`src/rtl/ctrl_pkg.sv`:
```
// rtl/ctrl_pkg.sv - shared constants for the pipelined MIPS control unit
package ctrl_pkg;

  localparam int CTRL_W = 21;

  // Control bundle field offsets, LSB first; bit 20 is reserved and always 0
  localparam int F_PCSRC    = 0;
  localparam int F_BRANCH   = 2;
  localparam int F_REGWRITE = 3;
  localparam int F_REGDST   = 4;
  localparam int F_MEMREAD  = 6;
  localparam int F_MEMWRITE = 7;
  localparam int F_MEMTOREG = 8;
  localparam int F_ALUSRC1  = 10;
  localparam int F_ALUSRC2  = 11;
  localparam int F_EXTOP    = 12;
  localparam int F_LUOP     = 13;
  localparam int F_ALUOP    = 14;
  localparam int F_MD       = 18;
  localparam int F_ILLEGAL  = 19;

  localparam logic [5:0] OP_RTYPE = 6'h00;
  localparam logic [5:0] OP_J     = 6'h02;
  localparam logic [5:0] OP_JAL   = 6'h03;
  localparam logic [5:0] OP_BEQ   = 6'h04;
  localparam logic [5:0] OP_ADDI  = 6'h08;
  localparam logic [5:0] OP_ADDIU = 6'h09;
  localparam logic [5:0] OP_SLTI  = 6'h0a;
  localparam logic [5:0] OP_SLTIU = 6'h0b;
  localparam logic [5:0] OP_ANDI  = 6'h0c;
  localparam logic [5:0] OP_LUI   = 6'h0f;
  localparam logic [5:0] OP_LW    = 6'h23;
  localparam logic [5:0] OP_SW    = 6'h2b;

  localparam logic [5:0] FN_SLL  = 6'h00;
  localparam logic [5:0] FN_SRL  = 6'h02;
  localparam logic [5:0] FN_SRA  = 6'h03;
  localparam logic [5:0] FN_JR   = 6'h08;
  localparam logic [5:0] FN_JALR = 6'h09;
  localparam logic [5:0] FN_MULT = 6'h18;
  localparam logic [5:0] FN_DIV  = 6'h1a;

  typedef enum logic [1:0] {
    ST_RUN     = 2'd0,
    ST_MD_WAIT = 2'd1,
    ST_EXC     = 2'd2
  } state_t;

  localparam logic [1:0] PC_SEQ  = 2'b00;
  localparam logic [1:0] PC_JUMP = 2'b01;
  localparam logic [1:0] PC_REG  = 2'b10;
  localparam logic [1:0] PC_EXC  = 2'b11;

  function automatic logic uses_rt(input logic [5:0] opcode);
    return (opcode == OP_RTYPE) || (opcode == OP_BEQ) || (opcode == OP_SW);
  endfunction

endpackage

```
`src/rtl/ctrl_decode.sv`:
```
// rtl/ctrl_decode.sv - combinational opcode/funct to control bundle decoder
module ctrl_decode
  import ctrl_pkg::*;
(
  input  logic [5:0]        opcode,
  input  logic [5:0]        funct,
  output logic [CTRL_W-1:0] ctrl
);

  logic       is_r, is_jr, is_jalr, is_md, is_shift, is_imm, is_lw, is_sw, is_lui, is_jal, known;
  logic [1:0] pc_src, reg_dst, mem_to_reg;
  logic [2:0] alu_base;
  logic       reg_write;

  assign is_r     = (opcode == OP_RTYPE);
  assign is_jr    = is_r && (funct == FN_JR);
  assign is_jalr  = is_r && (funct == FN_JALR);
  assign is_md    = is_r && ((funct == FN_MULT) || (funct == FN_DIV));
  assign is_shift = is_r && ((funct == FN_SLL) || (funct == FN_SRL) || (funct == FN_SRA));
  assign is_imm   = opcode inside {OP_ADDI, OP_ADDIU, OP_SLTI, OP_SLTIU, OP_ANDI};
  assign is_lw    = (opcode == OP_LW);
  assign is_sw    = (opcode == OP_SW);
  assign is_lui   = (opcode == OP_LUI);
  assign is_jal   = (opcode == OP_JAL);
  assign known    = is_r || is_imm || is_lw || is_sw || is_lui || is_jal ||
                    (opcode == OP_BEQ) || (opcode == OP_J);

  assign pc_src     = (opcode == OP_J || is_jal) ? PC_JUMP : ((is_jr || is_jalr) ? PC_REG : PC_SEQ);
  assign reg_dst    = is_jal ? 2'b10 : (is_r ? 2'b01 : 2'b00);
  assign mem_to_reg = is_lw ? 2'b01 : ((is_jal || is_jalr) ? 2'b10 : 2'b00);
  assign reg_write  = (is_r && !is_jr && !is_md) || is_lw || is_lui || is_imm || is_jal;

  always_comb begin
    alu_base = 3'b000;
    if (is_r)                                        alu_base = 3'b010;
    else if (opcode == OP_BEQ)                       alu_base = 3'b001;
    else if (opcode == OP_ANDI)                      alu_base = 3'b100;
    else if (opcode == OP_SLTI || opcode == OP_SLTIU) alu_base = 3'b101;
  end

  // Unknown opcodes carry only the Illegal flag so nothing downstream writes state
  always_comb begin
    ctrl = '0;
    if (known) begin
      ctrl = {1'b0, 1'b0, is_md, {opcode[0], alu_base}, is_lui, (opcode != OP_ANDI),
              (is_imm || is_lw || is_sw || is_lui), is_shift, mem_to_reg, is_sw, is_lw,
              reg_dst, reg_write, (opcode == OP_BEQ), pc_src};
    end else begin
      ctrl[F_ILLEGAL] = 1'b1;
    end
  end

endmodule

```
`src/rtl/ctrl_pipeline.sv`:
```
// rtl/ctrl_pipeline.sv - decode, stage control registers and hazard/sequencing FSM
module ctrl_pipeline
  import ctrl_pkg::*;
#(
  parameter int MD_LATENCY = 4,
  parameter int IRQ_EN     = 1
) (
  input  logic              clk,
  input  logic              reset,
  input  logic [5:0]        id_opcode,
  input  logic [5:0]        id_funct,
  input  logic [4:0]        id_rs,
  input  logic [4:0]        id_rt,
  input  logic              br_taken,
  input  logic              irq,
  output logic [CTRL_W-1:0] ex_ctrl,
  output logic [CTRL_W-1:0] mem_ctrl,
  output logic [CTRL_W-1:0] wb_ctrl,
  output logic [4:0]        ex_rt,
  output logic              pc_write,
  output logic              ifid_write,
  output logic              ifid_flush,
  output logic [1:0]        pc_src,
  output logic              md_busy,
  output logic              irq_ack
);

  localparam logic [4:0] MD_LOAD  = 5'(MD_LATENCY - 1);
  localparam logic       MD_MULTI = (MD_LATENCY > 1);

  typedef enum logic [1:0] {EX_LOAD, EX_BUBBLE, EX_HOLD} ex_sel_t;

  logic [CTRL_W-1:0] dec;
  state_t            state, next_state;
  logic [4:0]        cnt, next_cnt;
  logic              load_use, exc_req, md_release, md_hold, mem_bubble;
  ex_sel_t           ex_sel;

  ctrl_decode u_decode (
    .opcode (id_opcode),
    .funct  (id_funct),
    .ctrl   (dec)
  );

  assign load_use = ex_ctrl[F_MEMREAD] && (ex_rt != 5'd0) &&
                    ((ex_rt == id_rs) || (uses_rt(id_opcode) && (ex_rt == id_rt)));
  assign exc_req  = (irq && (IRQ_EN != 0)) || dec[F_ILLEGAL];

  // The mult sits in EX for one RUN cycle plus MD_LATENCY-1 wait cycles; the last
  // wait cycle releases EX and is then decided like an ordinary RUN cycle.
  assign md_release = (state == ST_MD_WAIT) && (cnt <= 5'd1);
  assign md_hold    = ((state == ST_RUN) && ex_ctrl[F_MD] && MD_MULTI) ||
                      ((state == ST_MD_WAIT) && !md_release);

  always_ff @(posedge clk or posedge reset) begin
    if (reset) begin
      state <= ST_RUN;
      cnt   <= 5'd0;
    end else begin
      state <= next_state;
      cnt   <= next_cnt;
    end
  end

  always_comb begin
    next_state = ST_RUN;
    next_cnt   = 5'd0;
    case (state)
      ST_RUN: begin
        if (md_hold) begin
          next_state = ST_MD_WAIT;
          next_cnt   = MD_LOAD;
        end else if (!br_taken && exc_req) begin
          next_state = ST_EXC;
        end
      end
      ST_MD_WAIT: begin
        if (md_hold) begin
          next_state = ST_MD_WAIT;
          next_cnt   = cnt - 5'd1;
        end else if (!br_taken && exc_req) begin
          next_state = ST_EXC;
        end
      end
      default: next_state = ST_RUN;
    endcase
  end

  always_comb begin
    pc_write   = 1'b1;
    ifid_write = 1'b1;
    ifid_flush = 1'b0;
    pc_src     = PC_SEQ;
    ex_sel     = EX_LOAD;
    mem_bubble = 1'b0;
    if (state == ST_EXC) begin
      ifid_flush = 1'b1;
      pc_src     = PC_EXC;
      ex_sel     = EX_BUBBLE;
    end else if (md_hold) begin
      pc_write   = 1'b0;
      ifid_write = 1'b0;
      ex_sel     = EX_HOLD;
      mem_bubble = 1'b1;
    end else if (br_taken) begin
      ifid_flush = 1'b1;
      ex_sel     = EX_BUBBLE;
    end else if (exc_req || load_use) begin
      pc_write   = 1'b0;
      ifid_write = 1'b0;
      ex_sel     = EX_BUBBLE;
    end else begin
      pc_src     = dec[F_PCSRC +: 2];
      ifid_flush = (dec[F_PCSRC +: 2] != PC_SEQ);
    end
  end

  always_ff @(posedge clk or posedge reset) begin
    if (reset) begin
      ex_ctrl  <= '0;
      ex_rt    <= 5'd0;
      mem_ctrl <= '0;
      wb_ctrl  <= '0;
    end else begin
      case (ex_sel)
        EX_LOAD: begin
          ex_ctrl <= dec;
          ex_rt   <= id_rt;
        end
        EX_BUBBLE: begin
          ex_ctrl <= '0;
          ex_rt   <= 5'd0;
        end
        default: begin
          ex_ctrl <= ex_ctrl;
          ex_rt   <= ex_rt;
        end
      endcase
      mem_ctrl <= mem_bubble ? '0 : ex_ctrl;
      wb_ctrl  <= mem_ctrl;
    end
  end

  assign md_busy = (state == ST_MD_WAIT);
  assign irq_ack = (state == ST_EXC) && (IRQ_EN != 0);

endmodule
```
`config.mk`:
```
export PLATFORM = sky130hd
export DESIGN_NAME = ctrl_pipeline
export DESIGN_NICKNAME = d
export VERILOG_FILES = /design/src/rtl/ctrl_pkg.sv /design/src/rtl/ctrl_decode.sv /design/src/rtl/ctrl_pipeline.sv
export SDC_FILE = /design/constraint.sdc
export NUM_CORES = 1
export LEC_CHECK = 0
export BUFFER_PORTS_ARGS = -buffer_cell sky130_fd_sc_hd__buf_4
export CORE_AREA = 4 4 131 101
export DETAILED_ROUTE_END_ITERATION = 16
export DIE_AREA = 0 0 135 105
export PLACE_DENSITY = 0.56
export SYNTH_ARGS = -nofsm -noshare
export SYNTH_HDL_FRONTEND = slang
export SYNTH_SLANG_ARGS = --single-unit
```
`constraint.sdc`:
```
create_clock -name clk -period 2.22 [get_ports clk]
set_input_delay 0.222 -clock clk [delete_from_list [all_inputs] [get_ports clk]]
set_output_delay 0.222 -clock clk [all_outputs]
set_load 0.005 [all_outputs]
```
Word-level counts from Yosys, hierarchy flattened
Index checks and enable logic that the tools add are counted.
{"block": "totals", "ff_bits": 75, "input_bits": 26, "out_inout_bits": 75}
{"block": "op_classes", "n_addsub": 1, "order_cmp": 1, "eq_ne": 23, "mux": 39, "n_reduce_logical": 53}
{"operator": "== test 6 x 4 -> 1 bit (second input constant)", "n": 8}
{"operator": "case mux 21 bit (2 select lines)", "n": 1}
{"operator": "2-to-1 mux 2 bit", "n": 15}
{"operator": "logical OR 1 bit", "n": 27}
{"operator": "== test 6 x 2 -> 1 bit (second input constant)", "n": 4}
{"operator": "2-to-1 mux 21 bit", "n": 1}
{"operator": "case mux 5 bit (2 select lines)", "n": 2}
{"operator": "2-to-1 mux 19 bit", "n": 1}
{"operator": "2-to-1 mux 1 bit", "n": 14}
{"operator": "logical AND 1 bit", "n": 13}
{"operator": "== test 6 x 5 -> 1 bit (second input constant)", "n": 2}
{"operator": "== test 6 bit (second input constant)", "n": 2}
{"operator": "zero test 6 bit", "n": 2}
{"operator": "2-to-1 mux 3 bit", "n": 4}
{"operator": "== test 5 bit", "n": 2}
{"operator": "nonzero test 5 bit", "n": 2}
{"operator": "== test 6 x 3 -> 1 bit (second input constant)", "n": 1}
{"operator": "!= test 6 x 4 -> 1 bit (second input constant)", "n": 1}
{"operator": "less-or-equal comparator 5 x 1 -> 1 bit (second input constant)", "n": 1}
{"operator": "2-to-1 mux 5 bit", "n": 1}
{"operator": "subtractor 5 x 1 -> 5 bit (second input constant)", "n": 1}
{"operator": "== test 2 x 1 -> 1 bit (second input constant)", "n": 2}
{"operator": "zero test 1 bit", "n": 4}
{"operator": "zero test 2 bit", "n": 2}
{"operator": "other kinds (3)", "n": 4}

Depth between registers and ports, before layout
Gate-level depths: netlist (run 1).
{"block": "depth", "depth_word": 18, "ltp_mapped": 9, "mapped_depth_nobuf": 8}

By module
Synthesis (run 1) repeated with hierarchy kept, for this count alone.
{"block": "hier_totals", "hier_cells": 319, "area_unflattened_um2": 3490.8}
{"module": "ctrl_pipeline", "instances": 1, "cells_per_inst": 260, "area_each_um2": 3121.7, "seq_area_each_um2": 1876.8}
{"module": "ctrl_decode", "instances": 1, "cells_per_inst": 59, "area_each_um2": 369.1, "seq_area_each_um2": 0.0}

Least setup slack after synthesis (run 1)
Ideal clock, no wire load.
{"block": "synth_timing", "path_type": "flip-flop to output port", "from": "register ex_rt[0]", "to": "output pc_write", "arrival_ps": 1863, "required_time_ps": 1998, "slack_ps": 135, "path_stages_with_launch": 8, "n_path_buf": 2, "path_cell_list": "dfrtp_1 > or4_1 > o21a_1 > nand4_1 > nand3_4 > buf_2 > a21oi_1 > buf_4"}
{"block": "synth_between", "elab_chain_len": 9, "elab_cells_between_ends": 12}
{"item": "start, declared", "line_no": "ctrl_pipeline.sv:19", "source": "output logic [4:0] ex_rt,"}
{"item": "start signal, assigned", "line_no": "ctrl_pipeline.sv:128", "source": "ex_rt <= id_rt;"}
{"item": "start signal, assigned", "line_no": "ctrl_pipeline.sv:136", "source": "ex_rt <= ex_rt;"}
{"item": "== test 5 bit", "line_no": "ctrl_pipeline.sv:46", "source": "((ex_rt == id_rs) || (uses_rt(id_opcode) && (ex_rt == id_rt)));"}
{"item": "logical AND 1 bit", "line_no": "ctrl_pipeline.sv:46"}
{"item": "logical OR 1 bit", "line_no": "ctrl_pipeline.sv:46"}
{"item": "logical AND 1 bit *", "line_no": "ctrl_pipeline.sv:45", "source": "assign load_use = ex_ctrl[F_MEMREAD] && (ex_rt != 5'd0) &&"}
{"item": "logical OR 1 bit *", "line_no": "ctrl_pipeline.sv:108", "source": "end else if (exc_req || load_use) begin"}
{"item": "2-to-1 mux 1 bit * (4 in series)"}
{"item": "end, declared", "line_no": "ctrl_pipeline.sv:20", "source": "output logic pc_write,"}
Mark *: on every way between the ends. The rest lies on a longest branch, timed or not.

Final worst setup path (run 1)
{"block": "layout_timing", "from": "register ex_rt[0]", "to": "output ifid_write"}
{"block": "layout_between", "elab_chain_len": 9, "elab_cells_between_ends": 12}
{"item": "== test 5 bit", "line_no": "ctrl_pipeline.sv:46"}
{"item": "logical AND 1 bit", "line_no": "ctrl_pipeline.sv:46"}
{"item": "logical OR 1 bit", "line_no": "ctrl_pipeline.sv:46"}
{"item": "logical AND 1 bit *", "line_no": "ctrl_pipeline.sv:45"}
{"item": "logical OR 1 bit *", "line_no": "ctrl_pipeline.sv:108"}
{"item": "2-to-1 mux 1 bit *", "line_no": "ctrl_pipeline.sv:108"}
{"item": "2-to-1 mux 1 bit *", "line_no": "ctrl_pipeline.sv:105", "source": "end else if (br_taken) begin"}
{"item": "2-to-1 mux 1 bit *", "line_no": "ctrl_pipeline.sv:100", "source": "end else if (md_hold) begin"}
{"item": "2-to-1 mux 1 bit *", "line_no": "ctrl_pipeline.sv:96", "source": "if (state == ST_EXC) begin"}
{"item": "end, declared", "line_no": "ctrl_pipeline.sv:21", "source": "output logic ifid_write,"}
Marked as above.

==> results of run 1 <==
per-layer routing:
layer	up-vias	share of wire, %
met5	-	0
met4	0	0.73
met3	6	9.5
met2	96	45
met1	1183	45
li1	1153	-
worst paths after layout:
check                                            from                endpoint  cells past startpoint
worst min register to register  mem_ctrl[9]$_DFF_PP0_    wb_ctrl[9]$_DFF_PP0_                      0
worst min-delay path                         br_taken      state[1]$_DFF_PP0_                      2
worst max-delay path             ex_rt[0]$_DFFE_PP0P_              ifid_write                      6
worst max register to register   ex_rt[0]$_DFFE_PP0P_  ex_ctrl[0]$_DFFE_PP0P_                      8
max in group asynchronous                       reset        cnt[0]$_DFF_PP0_                      4
min in group asynchronous                       reset   wb_ctrl[16]$_DFF_PP0_                      3
Yosys cell counts (all sizes together), types with 3 or more instances:
cell    count
nor2b       3
o21ai      20
a21oi       5
and2       19
o211ai      3
buf        12
dfrtp      69
xnor2       5
nor3        5
nand3      11
nand4       7
o41ai       7
nor2       11
nand2      33
nor4        4
inv         8
clkbuf      9
nand2b      6
xor2        8
timing repair:
| action | 4_1_cts | 5_1_grt |
|---|---|---|
| setup buffers | 3 | 3 |
| setup endpoints to repair | 5 | 9 |
| gates resized for setup | 10 | 19 |
| pin swaps | 3 | 5 |
| hold endpoints to repair | 32 | 0 |
| hold buffers | 1 | 0 |
layout make-up:
class	count	area [um2]	area share, %
timing repair buffer	119	941	21.2
tap	166	208	4.69
multi-input combinational	177	1170	26.4
clock inverter	5	108	2.43
inverter	8	33.8	0.763
clock buffer	11	243	5.48
sequential	69	1730	39.0
logic make-up after synthesis:
family	count (synthesis)	synth area share, %
flip-flops	69	58.7
other	1	0.127
adder cells (fa/ha/maj)	2	0.851
AO/OA/AOI/OAI	50	11.4
XOR/XNOR	13	3.87
buffers and inverters	29	5.27
AND/OR/NAND/NOR	109	19.7
registers in the layout, summed over array words and instances (netlist names):
name      flops
cnt           5
mem_ctrl     19
ex_ctrl      19
wb_ctrl      19
state         2
ex_rt         5
power by group through the flow:
stage	logic, mW	registers, mW	clock network [mW]
2_1_floorplan	0.106	1.29	0
3_3_place_gp	0.204	1.29	0
3_5_place_dp	0.205	1.29	0
4_1_cts	0.218	1.27	1.71
5_1_grt	0.252	1.27	1.77
6_report	0.228	1.27	1.66
worst reg2reg max path, stage by stage (launching register included):
cell and delay, ns:
dfrtp_1 0.37, or4_1 0.52, o21a_1 0.20, nand4_1 0.12, nand3_4 0.16, buf_12 0.18
buf_6 0.11, buf_12 0.14, o41ai_4 0.32
per-stage QoR:
step	setup TNS (ns)	setup WS (ns)	hold slack (ns)	std cells
after global routing	-1.28	-0.251	0.103	555
after CTS	-0.696	-0.149	0.0962	552
after global placement	0	0.101	0.300	532
final	-0.620	-0.152	0.104	555
after detailed placement	0	0.0648	0.305	532
after floorplan	0	0.135	0.295	275
==> run_results.csv, run 1 <==
group,metric,value,unit
timing,setup_slack,-0.152,ns
pwr,p_leak,2.21,nW
critical_path,path_buf_inv,1,
place,io_buffers,97,
floorplan,die_h,105,um
route,wl,8.40,mm
pwr,switching_share,21.0,%
final_layout,areaGrowthSynthToFinish,50.6,%
route,routed_via_density,4.39,
final_layout,fin_util,36.8,%
global_routing,use_met3,5.97,%
final_layout,nNetsFinal,412,
final_layout,final_common_cell,"buf_4",
critical_path,critPathRequiredTime,2.00,ns
pwr,pwr-share-clk,52.6,%
pwr,p_sw,663,uW
yosys,ys_warn_count,0,
timing,rsz0062_at_grt,"true",
critical_path,path_class,"reg2out",
floorplan,die_w,135,um
clock_network,cts_buffer_depth,2,
critical_path,crit_fanout,7,
critical_path,cp_slowest_cell,"or4_1",
timing,finalCriticalPeriod,2.37,ns
floorplan,start_util,24.4,%
route,drtIter0Drc,105,
yosys,synth_top_area_cell,"dfrtp_1",
global_routing,gr-max-usage-layer,"met2",
global_routing,grt_remaining_overflow,0,
floorplan,die_area,14200,um2
pwr,power.density,714,nW/um2
pwr,vdd_drop_max,0.390,mV
pwr,p_int,2.50,mW
yosys,synth_edf_count,0,
timing,report.final.slew_viol_count,0,
route,vias,2438,
place,dp_hpwl,6.20,mm
critical_path,cp-end-kind,"output pin",
clock_network,cts_tree,"yes",
yosys,synth_ff_type,"dfrtp_1",
final_layout,fill_cells,1207,
global_routing,grt_max_degree,38,
critical_path,cp_data_arrival_time,2.15,ns
place,gp_congestion,0.800,
critical_path,cp-start-kind,"register",
final_layout,layout_common_cells,"113 x buf_4, 69 x dfrtp_1, 33 x nand2_1, 19 x and2_1, 13 x o21ai_0",
outcome,violations,"setup timing",
critical_path,path_cells,"or4_1, o21a_1, nand4_1, nand3_4, a21oi_2, buf_4",
global_routing,grt_pass1_vias,2441,
pwr,pwr-share-comb,7.2,%
pwr,seqPwrFrac,40.2,%
yosys,syn_area_per_cell,10.8,um2
timing,maxSlewHeadroom,61.8,%
yosys,ys_seq_elements,69,
floorplan,row_count,35,
floorplan,core_area,12000,um2
yosys,ys_top_cells_by_area,"dfrtp_1 59%, nand2_1 4.2%, and2_1 4.0%",
critical_path,critPathTopFamily,"simple AND/OR/NAND/NOR gates",
route,routedWlPerCell,15.1,um
global_routing,antenna_found_initial,0,
route,drc,0,
global_routing,grt_use_met2,17.6,%
clock_network,cts.sinks,69,
floorplan,ios,101,
timing,hold_viol,0,
timing,post-route-period-util,107,%
final_layout,drive_gt1_share,38.8,%
global_routing,track_usage,12.1,%
pwr,power,3.16,mW
final_layout,diodes,0,
route,drtPass1Iterations,4,
yosys,yosysSeqAreaShare,58.7,%
timing,worst_pin_slew,0.573,ns
route,ant_nets,0,
outcome,status,"finished, violations left",
clock_network,cts_buffers,9,
clock_network,cts-root-buf,"clkbuf_16",
yosys,syn-cell-area,2940,um2
clock_network,worstSkewPairLatency,0.34,ns
critical_path,slowest_delay,0.52,ns
timing,fmax,422,MHz
worst_hold_path,hold_path.class,"in2reg",
yosys,synth_top_area_share,58.7,%
yosys,synth-async-reset-ratio,100,%
flow_run,maxCapViolCount,0,
global_routing,met1_usage,15.8,%
place,dpl_cell_area,3890,um2
clock_network,htree_levels,3,
clock_network,clk_pin_slew,0.05,ns
timing,fin_skew,0.00960,ns
final_layout,design_area,4430,um2
yosys,synth_cells,273,
critical_path,r2r_slack,0.02,ns
yosys,ys_types,48,
global_routing,grt_first_pass_wirelength,13.1,mm
timing,setup_violations,5,
Note: power is estimated with default switching activity, not from simulation.
==> run 2: changes to the inputs <==
- BUFFER_PORTS_ARGS: -buffer_cell sky130_fd_sc_hd__buf_4 -> -buffer_cell sky130_fd_sc_hd__clkbuf_2
- SKIP_LAST_GASP: not set -> 1
==> run 2 against run 1 <==
  * The run still ends with setup timing left
  * Sequential power is essentially flat
  * Non-clock buffer count fell by 3
  * Global-route usage fell by 0.68 points
  * Power shrank 1.1%
  * Cell count down 0.54%
  * Hold slack improved by 0.055 ns
  * Die area did not move
  * Clock power is essentially flat
  * Clock-buffer cell count did not move
  * Flip-flop and latch count unchanged
  * Critical path type unchanged
  * Highest routed layer unchanged
==> run_results.csv, run 2 (synthesized netlist as in run 1, its figures left out) <==
group,metric,value,unit
place,io_buffers,97,
critical_path,path_depth,6,
floorplan,die_h,105,um
timing,setup_violations,5,
place,place_inst,533,
final_layout,diodes,0,
outcome,status,"finished, violations left",
floorplan,ios,101,
clock_network,clk_pin_slew,0.05,ns
pwr,power,3.12,mW
timing,hold_viol,0,
pwr,p_int,2.47,mW
pwr,pwr-share-clk,52.9,%
route,vias,2388,
global_routing,track_usage,11.4,%
critical_path,r2r_slack,0.13,ns
timing,post-route-period-util,106,%
route,ant_nets,0,
worst_hold_path,hold_path.class,"in2reg",
critical_path,crit_end,"ifid_write",
final_layout,areaGrowthSynthToFinish,40.5,%
pwr,vdd_drop_max,0.343,mV
critical_path,path_cells,"or4_1, o21a_1, nand4_1, nand3_4, a21oi_2, clkbuf_2",
final_layout,top_regs,"ex_ctrl x19, mem_ctrl x19, wb_ctrl x19",
timing,fmax,426,MHz
floorplan,row_count,35,
global_routing,grt_first_pass_wirelength,12.6,mm
route,drtIter0Drc,97,
route,routedWlPerCell,14.2,um
critical_path,cp_slowest_cell,"or4_1",
clock_network,htree_levels,3,
critical_path,cp-start-kind,"register",
floorplan,die_area,14200,um2
route,routed_via_density,4.33,
timing,setup_tns,-0.639,ns
clock_network,cts_buffers,9,
critical_path,critPathRequiredTime,2.00,ns
outcome,violations,"setup timing",
critical_path,cp_data_arrival_time,2.13,ns
critical_path,cp-end-kind,"output pin",
global_routing,antenna_found_initial,0,
final_layout,nNetsFinal,409,
pwr,pwr-share-comb,6.4,%
pwr,power.density,756,nW/um2
route,drc,0,
critical_path,path_class,"reg2out",
global_routing,grt_max_degree,55,
critical_path,slowest_delay,0.51,ns
clock_network,cts_buffer_depth,2,
timing,worst_pin_slew,0.500,ns
critical_path,crit_fanout,6,
clock_network,cts.sinks,69,
clock_network,cts-root-buf,"clkbuf_16",
floorplan,die_w,135,um
final_layout,final_common_cell,"clkbuf_2",
critical_path,rr_endpoint,"ex_ctrl[9]$_DFFE_PP0P_",
pwr,p_sw,650,uW
critical_path,worstSetupStartpoint,"ex_rt[0]$_DFFE_PP0P_",
place,dp_hpwl,5.87,mm
route,wl,7.84,mm
route,drtPass1Iterations,4,
final_layout,design_area,4130,um2
place,gp_congestion,0.836,
critical_path,r2r_start,"ex_rt[0]$_DFFE_PP0P_",
global_routing,grt_pass1_vias,2399,
critical_path,path_buf_inv,1,
timing,rsz0062_at_grt,"true",
pwr,seqPwrFrac,40.7,%
critical_path,reg2reg_depth,6,
global_routing,grt_remaining_overflow,0,
final_layout,drive_gt1_share,37.6,%
timing,report.final.slew_viol_count,0,
flow_run,maxCapViolCount,0,
floorplan,core_area,12000,um2
timing,setup_slack,-0.130,ns
timing,fin_skew,0.00683,ns
pwr,switching_share,20.8,%
floorplan,start_util,24.4,%
critical_path,critPathTopFamily,"simple AND/OR/NAND/NOR gates",
final_layout,layout_common_cells,"96 x clkbuf_2, 69 x dfrtp_1, 33 x nand2_1, 19 x o21ai_0, 19 x and2_1",
clock_network,worstSkewPairLatency,0.33,ns
place,dpl_cell_area,3660,um2
timing,finalCriticalPeriod,2.35,ns
clock_network,cts_tree,"yes",
timing,maxSlewHeadroom,66.2,%
final_layout,layout.cells.non_filler,552,
pwr,p_leak,2.09,nW
final_layout,fin_util,34.3,%
run 2: cell count changes in the layout (fill, tap and decap cells not counted), sizes merged:
| cell | delta |
|---|---|
| buf | -99 |
| clkbuf | +96 |
run 2: per-layer routing:
layer	vias up	global-route usage, %	wire (um)
li1	1155	-	-
met1	1122	15.7	3730
met2	99	16.6	3330
met3	12	4.33	677
met4	0	3.45	104
met5	-	0	0
run 2: worst min-delay path by stage:
stage	start	end	slack, ns	depth (start not counted)
2_1_floorplan	br_taken	state[1]$_DFF_PP0_	0.29	1
3_3_place_gp	reset	wb_ctrl[19]$_DFF_PP0_	0.16	2
3_5_place_dp	reset	wb_ctrl[16]$_DFF_PP0_	0.16	2
4_1_cts	id_rt[1]	ex_rt[1]$_DFFE_PP0P_	0.15	3
5_1_grt	id_rt[4]	ex_rt[4]$_DFFE_PP0P_	0.17	3
6_report	id_rt[1]	ex_rt[1]$_DFFE_PP0P_	0.16	3
run 2: through the flow:
| stage | hold slack, ns | worst slack [ns] |
|---|---|---|
| after floorplan | 0.295 | 0.135 |
| after global placement | 0.160 | 0.119 |
| after detailed placement | 0.163 | 0.0335 |
| after CTS | 0.146 | -0.142 |
| after global routing | 0.174 | -0.227 |
| final | 0.159 | -0.130 |
run 2: area by class of cell:
type / count / area, um2
multi-input cells: 177 / 1150
clock inverters: 5 / 108
fillers: 1225 / 7910
flip-flops and latches: 69 / 1730
repair buffers: 116 / 659
clock buffers: 11 / 243
inverters: 8 / 33.8
well taps: 166 / 208
run 2: tightest hold or removal path, delay by kind of cell:
kind            cells  cell delay, ns
simple gates        1            0.06
compound gates      1            0.06
buf+inv             1            0.10
run 2: power by group through the flow:
stage          Sequential (mW)  Clock [mW]  Combinational, mW
2_1_floorplan             1.29           0              0.106
3_3_place_gp              1.29           0              0.184
3_5_place_dp              1.29           0              0.185
4_1_cts                   1.27        1.70              0.195
5_1_grt                   1.27        1.76              0.224
6_report                  1.27        1.65              0.201
run 2: timing repair:
action,in CTS,in global routing
hold buffers,1,0
resized for setup,7,7
endpoints found under the setup margin,5,7
gates cloned,0,0
endpoints found under the hold margin,15,0
setup buffers,2,1
pin swaps,3,3
==> run 3: changes to the inputs <==
- CORE_AREA: 4 4 131 101 -> 4 4 97 76
- DIE_AREA: 0 0 135 105 -> 0 0 101 80
- PLACE_DENSITY: 0.56 -> 0.85
==> run 3 against run 2 <==
  * The run still ends with setup timing left
  * Flip-flop and latch count unchanged
  * Hold slack lost 0.037 ns
  * Global-route usage up 8.0 points
==> run_results.csv, run 3 (synthesized netlist as in run 1, its figures left out) <==
group,metric,value,unit
global_routing,grt_first_pass_wirelength,12.1,mm
route,vias,2479,
clock_network,cts-root-buf,"clkbuf_8",
clock_network,worstSkewPairLatency,0.35,ns
floorplan,die_w,101,um
worst_hold_path,min_from,"id_rt[3]",
clock_network,cts_buffers,9,
final_layout,layout_common_cells,"96 x clkbuf_2, 69 x dfrtp_1, 33 x nand2_1, 19 x and2_1",
timing,hold_viol,0,
route,drc,0,
timing,fmax,419,MHz
global_routing,track_usage,19.4,%
route,ant_nets,0,
route,wl,7.61,mm
critical_path,path_buf_inv,2,
clock_network,cts_buffer_depth,2,
critical_path,cp_data_arrival_time,2.16,ns
critical_path,r2r_slack,0.07,ns
final_layout,final_common_cell,"clkbuf_2",
timing,setup_slack,-0.167,ns
critical_path,path_class,"reg2out",
final_layout,areaGrowthSynthToFinish,34.8,%
route,drtPass1Iterations,4,
final_layout,design_area,3960,um2
outcome,status,"finished, violations left",
timing,worst_pin_slew,0.515,ns
timing,finalCriticalPeriod,2.39,ns
critical_path,critPathRequiredTime,2.00,ns
timing,report.final.slew_viol_count,0,
place,dp_hpwl,5.33,mm
critical_path,rr_endpoint,"ex_ctrl[0]$_DFFE_PP0P_",
final_layout,diodes,0,
timing,setup_tns,-0.762,ns
route,routed_via_density,5.27,
place,io_buffers,97,
floorplan,die_area,8080,um2
global_routing,antenna_found_initial,0,
timing,rsz0062_at_grt,"true",
timing,setup_violations,5,
clock_network,htree_levels,3,
critical_path,cp-start-kind,"register",
global_routing,grt_max_degree,30,
final_layout,layout.cells.non_filler,470,
place,place_inst,446,
critical_path,reg2reg_depth,7,
final_layout,drive_gt1_share,38.8,%
pwr,power,2.65,mW
place,dpl_cell_area,3530,um2
global_routing,grt_pass1_vias,2426,
floorplan,core_area,6290,um2
critical_path,cp-end-kind,"output pin",
final_layout,nNetsFinal,412,
floorplan,start_util,46.8,%
route,routedWlPerCell,16.2,um
critical_path,slowest_delay,0.52,ns
critical_path,cp_slowest_cell,"or4_1",
final_layout,fill_cells,506,
global_routing,grt_remaining_overflow,0,
timing,post-route-period-util,108,%
pwr,vdd_drop_max,0.346,mV
final_layout,top_regs,"ex_ctrl x19, mem_ctrl x19, wb_ctrl x19",
worst_hold_path,hold_path.class,"in2reg",
timing,fin_skew,0.0115,ns
critical_path,critPathTopFamily,"simple AND/OR/NAND/NOR gates",
pwr,power.density,668,nW/um2
flow_run,maxCapViolCount,0,
clock_network,clk_pin_slew,0.08,ns
route,drtIter0Drc,178,
floorplan,ios,101,
floorplan,die_h,80,um
critical_path,path_cells,"or4_1, o21a_1, nand4_1, nand3_4, buf_12, a21oi_4, clkbuf_2",
critical_path,crit_fanout,4,
worst_hold_path,holdPathEnd,"ex_rt[3]$_DFFE_PP0P_",
floorplan,row_count,25,
place,gp_congestion,0.853,
critical_path,r2r_start,"ex_rt[0]$_DFFE_PP0P_",
timing,maxSlewHeadroom,65.4,%
pwr,p_leak,2.09,nW
worst_hold_path,min_path_cells,3,
clock_network,cts.sinks,69,
clock_network,cts_tree,"yes",
outcome,violations,"setup timing",
==> run 3: changes by cell type in the layout (fill, tap and decap cells not counted), moves of 3 or more <==
cell / before / now
o41ai_2: 1 / 5
buf_4: 15 / 18
inv_6: 0 / 4
clkbuf_8: 1 / 9
clkbuf_16: 9 / 0
o41ai_1: 3 / 0
==> run 3: cell type report <==
type / count / area, um2 / area share [%]
flip-flops and latches: 69 / 1730 / 43.6
repair buffers: 119 / 703 / 17.7
multi-input cells: 177 / 1170 / 29.6
clock inverters: 7 / 103 / 2.59
well taps: 81 / 101 / 2.56
clock buffers: 9 / 124 / 3.13
inverters: 8 / 32.5 / 0.821
==> run 3: worst max path at each step <==
stage                               startpoint    endpoint  cells past startpoint  slack [ns]
after floorplan           ex_rt[0]$_DFFE_PP0P_    pc_write                      7        0.13
after global placement    ex_rt[0]$_DFFE_PP0P_    pc_write                      7        0.11
after detailed placement  ex_rt[0]$_DFFE_PP0P_   pc_src[0]                      6        0.03
after CTS                 ex_rt[0]$_DFFE_PP0P_  ifid_write                      7       -0.16
after global routing      ex_rt[0]$_DFFE_PP0P_  ifid_write                      7       -0.26
final                     ex_rt[0]$_DFFE_PP0P_  ifid_write                      7       -0.17
==> run 3: where the power goes <==
group          internal, mW  switching, mW
logic                0.0853          0.124
registers              1.26        0.00608
clock network         0.648          0.522
==> run 3: per-stage QoR <==
stage,util [%],hold WS [ns],worst slack (ns)
global placement,56.1,0.250,0.109
detailed placement,56.1,0.255,0.0296
global route,63.0,0.118,-0.264
CTS,62.0,0.113,-0.158
finish,63.0,0.122,-0.167
floorplan,-,0.295,0.135
==> run 3: what timing repair did <==
action,4_1_cts,5_1_grt
gates resized for setup,12,8
endpoints found under the setup margin,5,11
hold endpoints to repair,22,0
hold buffers,1,0
gates cloned,1,0
buffers inserted,4,2
pin swaps,4,6
==> run 3: metal layers <==
| metal | global-route usage (%) | wire length, um | vias to the layer above |
|---|---|---|---|
| li1 | - | - | 1156 |
| met1 | 25.0 | 3190 | 1172 |
| met3 | 7.51 | 822 | 9 |
| met2 | 31.2 | 3520 | 142 |
| met4 | 4.25 | 75 | 0 |
| met5 | 0 | 0 | - |
==> run 3: worst min-delay path: cells and delay by family <==
kind,cells,cell delay (ns)
buf+inv,1,0.09
simple gates,1,0.06
compound gates,1,0.06
